### config.mk
export PLATFORM = sky130hd
export DESIGN_NAME = arbitro_mem_dados
export DESIGN_NICKNAME = d
export VERILOG_FILES = /design/src/rtl/arbitro_mem_dados.sv
export SDC_FILE = /design/constraint.sdc
export NUM_CORES = 1
export LEC_CHECK = 0
export ABC_AREA = 0
export BUFFER_PORTS_ARGS = -buffer_cell sky130_fd_sc_hd__buf_4
export CELL_PAD_IN_SITES_DETAIL_PLACEMENT = 1
export CELL_PAD_IN_SITES_GLOBAL_PLACEMENT = 1
export CORE_MARGIN = 1
export CORE_UTILIZATION = 32
export CTS_BUF_LIST = sky130_fd_sc_hd__clkbuf_16
export CTS_CLUSTER_SIZE = 24
export DETAILED_ROUTE_END_ITERATION = 10
export PLACE_DENSITY = 0.92
export SETUP_SLACK_MARGIN = 0.02
export SLEW_MARGIN = 0
export SYNTH_ARGS = -nofsm -noshare
export SYNTH_HDL_FRONTEND = slang
export SYNTH_SLANG_ARGS = --single-unit
### constraint.sdc
create_clock -name clk -period 1.7 [get_ports clk]
set_input_delay 0.34 -clock clk [delete_from_list [all_inputs] [get_ports clk]]
set_output_delay 0.34 -clock clk [all_outputs]
set_load 0.01 [all_outputs]
### src/rtl/arbitro_mem_dados.sv
// Two-port round-robin arbiter/sequencer in front of a single-port 64x32 data memory.
// Optional macro MEM_ARB_CONTADOR_EN adds saturating ack/error counters.
module arbitro_mem_dados #(
  parameter int unsigned DATA_W = 32,
  parameter int unsigned ADDR_W = 32,
  parameter int unsigned DEPTH  = 64
) (
  input  logic              clk,
  input  logic              rst,
  input  logic              req0,
  input  logic              we0,
  input  logic [ADDR_W-1:0] addr0,
  input  logic [DATA_W-1:0] wdata0,
  output logic              ack0,
  output logic [DATA_W-1:0] rdata0,
  output logic              err0,
  input  logic              req1,
  input  logic              we1,
  input  logic [ADDR_W-1:0] addr1,
  input  logic [DATA_W-1:0] wdata1,
  output logic              ack1,
  output logic [DATA_W-1:0] rdata1,
  output logic              err1,
  output logic [ADDR_W-1:0] posicao,
  output logic [DATA_W-1:0] dados,
  output logic              memWrite,
  output logic              memRead,
  input  logic [DATA_W-1:0] saidaDados,
`ifdef MEM_ARB_CONTADOR_EN
  output logic [15:0]       cont0,
  output logic [15:0]       cont1,
  output logic [15:0]       cont_err,
`endif
  output logic              ocupado
);

  typedef enum logic [1:0] {StOcioso, StAcesso, StResp} estado_t;

  estado_t             r_estado, w_estado_d;
  logic                r_ultimo, r_sel, r_we, r_err;
  logic [ADDR_W-1:0]   r_addr;
  logic [DATA_W-1:0]   r_wdata, r_rdata0, r_rdata1;
  logic                w_grant, w_sel_d, w_fora0, w_fora1;
  logic [DATA_W-1:0]   w_captura;

  // Full-width compare: high address bits must never alias into the array.
  assign w_fora0 = (addr0 >= ADDR_W'(DEPTH));
  assign w_fora1 = (addr1 >= ADDR_W'(DEPTH));

  always_comb begin
    w_estado_d = r_estado;
    w_grant    = 1'b0;
    w_sel_d    = r_sel;
    case (r_estado)
      StOcioso: begin
        if (req0 || req1) begin
          w_grant    = 1'b1;
          w_sel_d    = (req0 && req1) ? ~r_ultimo : req1;
          w_estado_d = StAcesso;
        end
      end
      StAcesso: w_estado_d = StResp;
      StResp:   w_estado_d = StOcioso;
      default:  w_estado_d = StOcioso;
    endcase
  end

  assign w_captura = r_err ? '0 : saidaDados;

  always_ff @(posedge clk) begin
    if (rst) begin
      r_estado <= StOcioso;
      r_ultimo <= 1'b1;
      r_sel    <= 1'b0;
      r_we     <= 1'b0;
      r_err    <= 1'b0;
      r_addr   <= '0;
      r_wdata  <= '0;
      r_rdata0 <= '0;
      r_rdata1 <= '0;
    end else begin
      r_estado <= w_estado_d;
      if (w_grant) begin
        r_sel    <= w_sel_d;
        r_ultimo <= w_sel_d;
        r_we     <= w_sel_d ? we1 : we0;
        r_addr   <= w_sel_d ? addr1 : addr0;
        r_wdata  <= w_sel_d ? wdata1 : wdata0;
        r_err    <= w_sel_d ? w_fora1 : w_fora0;
      end
      // In-range writes leave the requester's read register untouched.
      if (r_estado == StAcesso && (r_err || !r_we)) begin
        if (r_sel) r_rdata1 <= w_captura;
        else       r_rdata0 <= w_captura;
      end
    end
  end

`ifdef MEM_ARB_CONTADOR_EN
  logic [15:0] r_cont0, r_cont1, r_cont_err;

  always_ff @(posedge clk) begin
    if (rst) begin
      r_cont0    <= '0;
      r_cont1    <= '0;
      r_cont_err <= '0;
    end else if (r_estado == StResp) begin
      if (!r_sel && r_cont0 != 16'hFFFF) r_cont0 <= r_cont0 + 16'd1;
      if (r_sel && r_cont1 != 16'hFFFF)  r_cont1 <= r_cont1 + 16'd1;
      if (r_err && r_cont_err != 16'hFFFF) r_cont_err <= r_cont_err + 16'd1;
    end
  end

  assign cont0    = r_cont0;
  assign cont1    = r_cont1;
  assign cont_err = r_cont_err;
`endif

  assign posicao  = r_addr;
  assign dados    = r_wdata;
  assign memWrite = (r_estado == StAcesso) && r_we && !r_err;
  assign memRead  = (r_estado == StAcesso) && !r_we && !r_err;
  assign ack0     = (r_estado == StResp) && !r_sel;
  assign ack1     = (r_estado == StResp) && r_sel;
  assign err0     = ack0 && r_err;
  assign err1     = ack1 && r_err;
  assign rdata0   = r_rdata0;
  assign rdata1   = r_rdata1;
  assign ocupado  = (r_estado != StOcioso);

endmodule

==> metrics list <==
* Number of buffers created by CTS: 17
- Chip Width: 136 µm
- Averaged over all synthesized cells, the footprint is 8.77 µm².
- Power density over the cells: 1070 nW/µm²
* Required time at the endpoint of the critical path: 1360 ps
- Synthesized instance count: 658
- The number of cells on the worst reg-to-reg path is 5.
- Boundary Pins: 301
- Number of antenna violations at the first check in global routing: 0
- The worst hold path belongs to the class primary input to flop.
- Post-CTS clock slew at the launch and capture registers of the worst setup and hold paths: 60 ps
- Hold Crit Depth: 3
- Synthesized net count: 824
- The initial utilization of the core area, before any placement, comes to 0.330.
* Origin of the worst min-delay path: wdata0[6]
- Max-cap violations: 0
* Worst hold slack across all endpoints: 269 ps
- Setup violations remaining at the end of the flow were counted as 0.
- The number of global-route vias before repair came to 5975.
* Area growth, synth to finish: 54.9%
- Critical path peak fanout: 4
- Of the total power, the share spent switching nets is 0.284.
* Flop2flop setup slack: 90 ps
- At the end of routability-driven placement, the weighted congestion stood at 0.833.
* Kind of critical path: flop to output pin
- At the pin with the least slew margin, the transition time is 430 ps.
- FP Rows: 48
- In the final layout, the share of cells above drive strength 1 is 0.403.
- The tree built by TritonCTS fans out to 134 sinks.
- Internal portion of total power: 6.87 mW
- Synth warnings: 0
- Switching Power: 2.73 mW
- Of the total power, the clock network draws 0.421.
* Remaining routing DRC violations: 0
* Commonest non-fill, non-tap cell in the layout: buf_4
- Final antenna diode count: 0
- Critical Path Most Common Cell: nor2b_4
- Total die area: 18600 µm²
- The clock tree synthesis step divided the H-tree into 4 levels.
- The total overflow left after global routing is 0.
* GR Util All Layers: 0.221
* Static Leak: 4.09 nW
- After routing the design area is 8940 µm².
* Worst-case clock buffer depth: 2
* RSZ-0062 raised after global routing: true
- The count of nets left with antenna violations once routing finished came out at 0.
* Most frequent cells in the layout: 308 x buf_4, 130 x nand2_1, 130 x dfxtp_1
- In this run the critical register-to-register path is captured at dados[31]$_SDFFE_PP0P_.
- Worst-path cell with the longest stage delay: dfxtp_2
- Syn Std Cell Area: 5770 µm²
* DR iter-0 viols: 150
- Fraction of the cycle the final worst path needs: 0.982
- Walking the worst path, the cells encountered are nor2b_4, nor2b_4, and2_4, buf_6.
* Wire per inst: 17.6 µm
- Summing over every cut layer, the via total after detailed routing is 5777.
- The final layout contains 1106 nets.
* Share of the core filled with cells: 0.511
* Pin count of the biggest net entering global routing: 56
- In this run the critical register-to-register path is launched from r_estado[0]$_SDFFE_PP0P_.
* Endpoints failing hold: 0
* Clock tree from TritonCTS: done
- The flow ran to the end, and the final reports show no timing, DRC or antenna violations.
- STA classifies the critical path endpoint as an output pin.
- The routed design could run at a clock period as short as 1670 ps.
- Buffers inserted by post-CTS timing repair: 0
- The share of synthesized area in the top cell type comes to 0.465.
- Proportion of power drawn by flip-flops and latches: 0.370
* Worst slack at placement: -14.1 ps
- Counting both buffers and inverters, the worst setup path holds a total of 1.
- Largest stage delay on the critical path: 350 ps
- Power, Total: 9.60 mW
* Routed via count divided by cell count: 4.90
* Total of buffers placed on input and output ports: 300
- Number of flip-flops and latches in the synthesized netlist: 134
- Number of hold buffers added after cts: 0
- The total count of max-transition violations in the final report came to 0.
- The share of total power dissipated in combinational logic is 0.209.
- TritonRoute pass-1 iters: 4
* Maximum VDD drop: 0.681 mV
* Largest cells by area after synthesis: dfxtp_1 46%, mux2i_1 11%, nand2_1 8.5%, a211oi_1 5.9%, a21oi_1 5.6%
- Worst hold path endpoint: dados[6]$_SDFFE_PP0P_
- At the worst endpoint, the arrival time is 1330 ps.
- Worst path setup slack after routing: 29.9 ps
- Routed WL: 20.8 mm
* Fmax: 0.599 GHz
- The biggest area contributor in the post-synthesis netlist is dfxtp_1.
* Chip Height: 136 µm
* Clk_skew: 8.99 ps
* Instance area after placement: 8260 µm²
- Placed wire-length estimate: 15.2 mm
* Placeable core region: 17500 µm²
* Distinct cells, synth: 29
* Insertion delay to the later sink of the worst-skew pair: 420 ps
- Wire length of the first global-routing pass: 31.1 mm
- Kind of launch point of the worst setup path: flop
* Slew margin rel.: 0.711
* Root buffer selected by CTS: clkbuf_16
* Sequential-to-total area share from yosys stat: 0.465
- Among cell families on the critical path, the largest total delay comes from simple AND/OR/NAND/NOR gates.
power by group through the flow:
stage / sequential [mW] / clock (mW) / combinational [mW]
floorplan: 3.70 / 0 / 0.928
global placement: 3.60 / 0 / 1.95
detailed placement: 3.61 / 0 / 2.01
CTS: 3.56 / 4.12 / 2.03
global route: 3.59 / 4.27 / 2.17
finish: 3.56 / 4.04 / 2.01
logic make-up (layout without fill, tap and decap cells):
family,count (synthesis),in the layout,synth area share
and+or+nand+nor,268,268,0.205
AOI/OAI and AO/OA,134,134,0.163
DFF,134,134,0.465
muxes,65,65,0.113
buffers and inverters,57,352,0.0542
registers in the layout, summed over array words and instances, names as in the netlist:
name / cells
r_err: 1
rdata1: 32
r_estado: 2
rdata0: 32
r_ultimo: 1
r_sel: 1
posicao: 32
r_we: 1
dados: 32
timing repair:
action | CTS | global route
pin swaps | 0 | 0
hold endpoints to repair | 0 | 0
endpoints found under the setup margin | 3 | 4
cloned | 0 | 0
gates resized for setup | 8 | 5
layer usage:
metal | routed length [µm] | up-vias | global-route usage | part of all wire
li1 | - | 2825 | - | -
met3 | 1750 | 23 | 0.0787 | 0.084
met4 | 344 | 0 | 0.0741 | 0.017
met5 | 0 | - | 0 | 0
met2 | 10700 | 208 | 0.398 | 0.51
met1 | 8000 | 2721 | 0.236 | 0.39
cell usage after synthesis (all sizes together):
library cell  count
a211oi           65
a21oi            64
and2              3
and3              2
buf              34
clkbuf           21
dfxtp           134
inv               2
mux2i            65
nand2           130
nand2b            3
nand3             4
nand4             3
nor2             72
nor2b            36
nor3              2
nor4             12
o2111ai           1
o21a              1
o21ai             2
o221ai            1
or3               1
worst reg2reg max path: cells and delay by family, from the launching register on:
kind / cells / cell delay [ps]
and+or+nand+nor: 2 / 400
DFF: 1 / 350
AOI/OAI and AO/OA: 1 / 310
muxes: 1 / 240
buffers and inverters: 1 / 220
cell type report:
| type | instances | area (µm²) |
|---|---|---|
| timing repair buffer | 318 | 2490 |
| tap | 225 | 282 |
| sequential | 134 | 2690 |
| multi-input combinational | 467 | 2820 |
| clock inverter | 15 | 218 |
| fill | 2074 | 8540 |
| clock buffer | 17 | 425 |
| inverter | 2 | 7.51 |
worst max-delay path by stage:
stage,end,cells past startpoint,startpoint
after floorplan,rdata0[10]$_SDFFE_PP0P_,6,r_estado[1]$_SDFFE_PP0P_
after global placement,r_err$_SDFFE_PP0P_,6,addr1[29]
after detailed placement,r_err$_SDFFE_PP0P_,6,addr1[29]
after CTS,err0,4,r_estado[1]$_SDFFE_PP0P_
after global routing,err0,4,r_estado[1]$_SDFFE_PP0P_
final,err0,4,r_estado[1]$_SDFFE_PP0P_
stage by stage:
stage          instances  TNS [ps]
6_report            1178         0
5_1_grt             1178     -19.3
4_1_cts             1178         0
3_5_place_dp        1146     -14.1
3_3_place_gp        1146     -14.6
2_1_floorplan        658         0
Note: power is estimated with default switching activity, not from simulation.
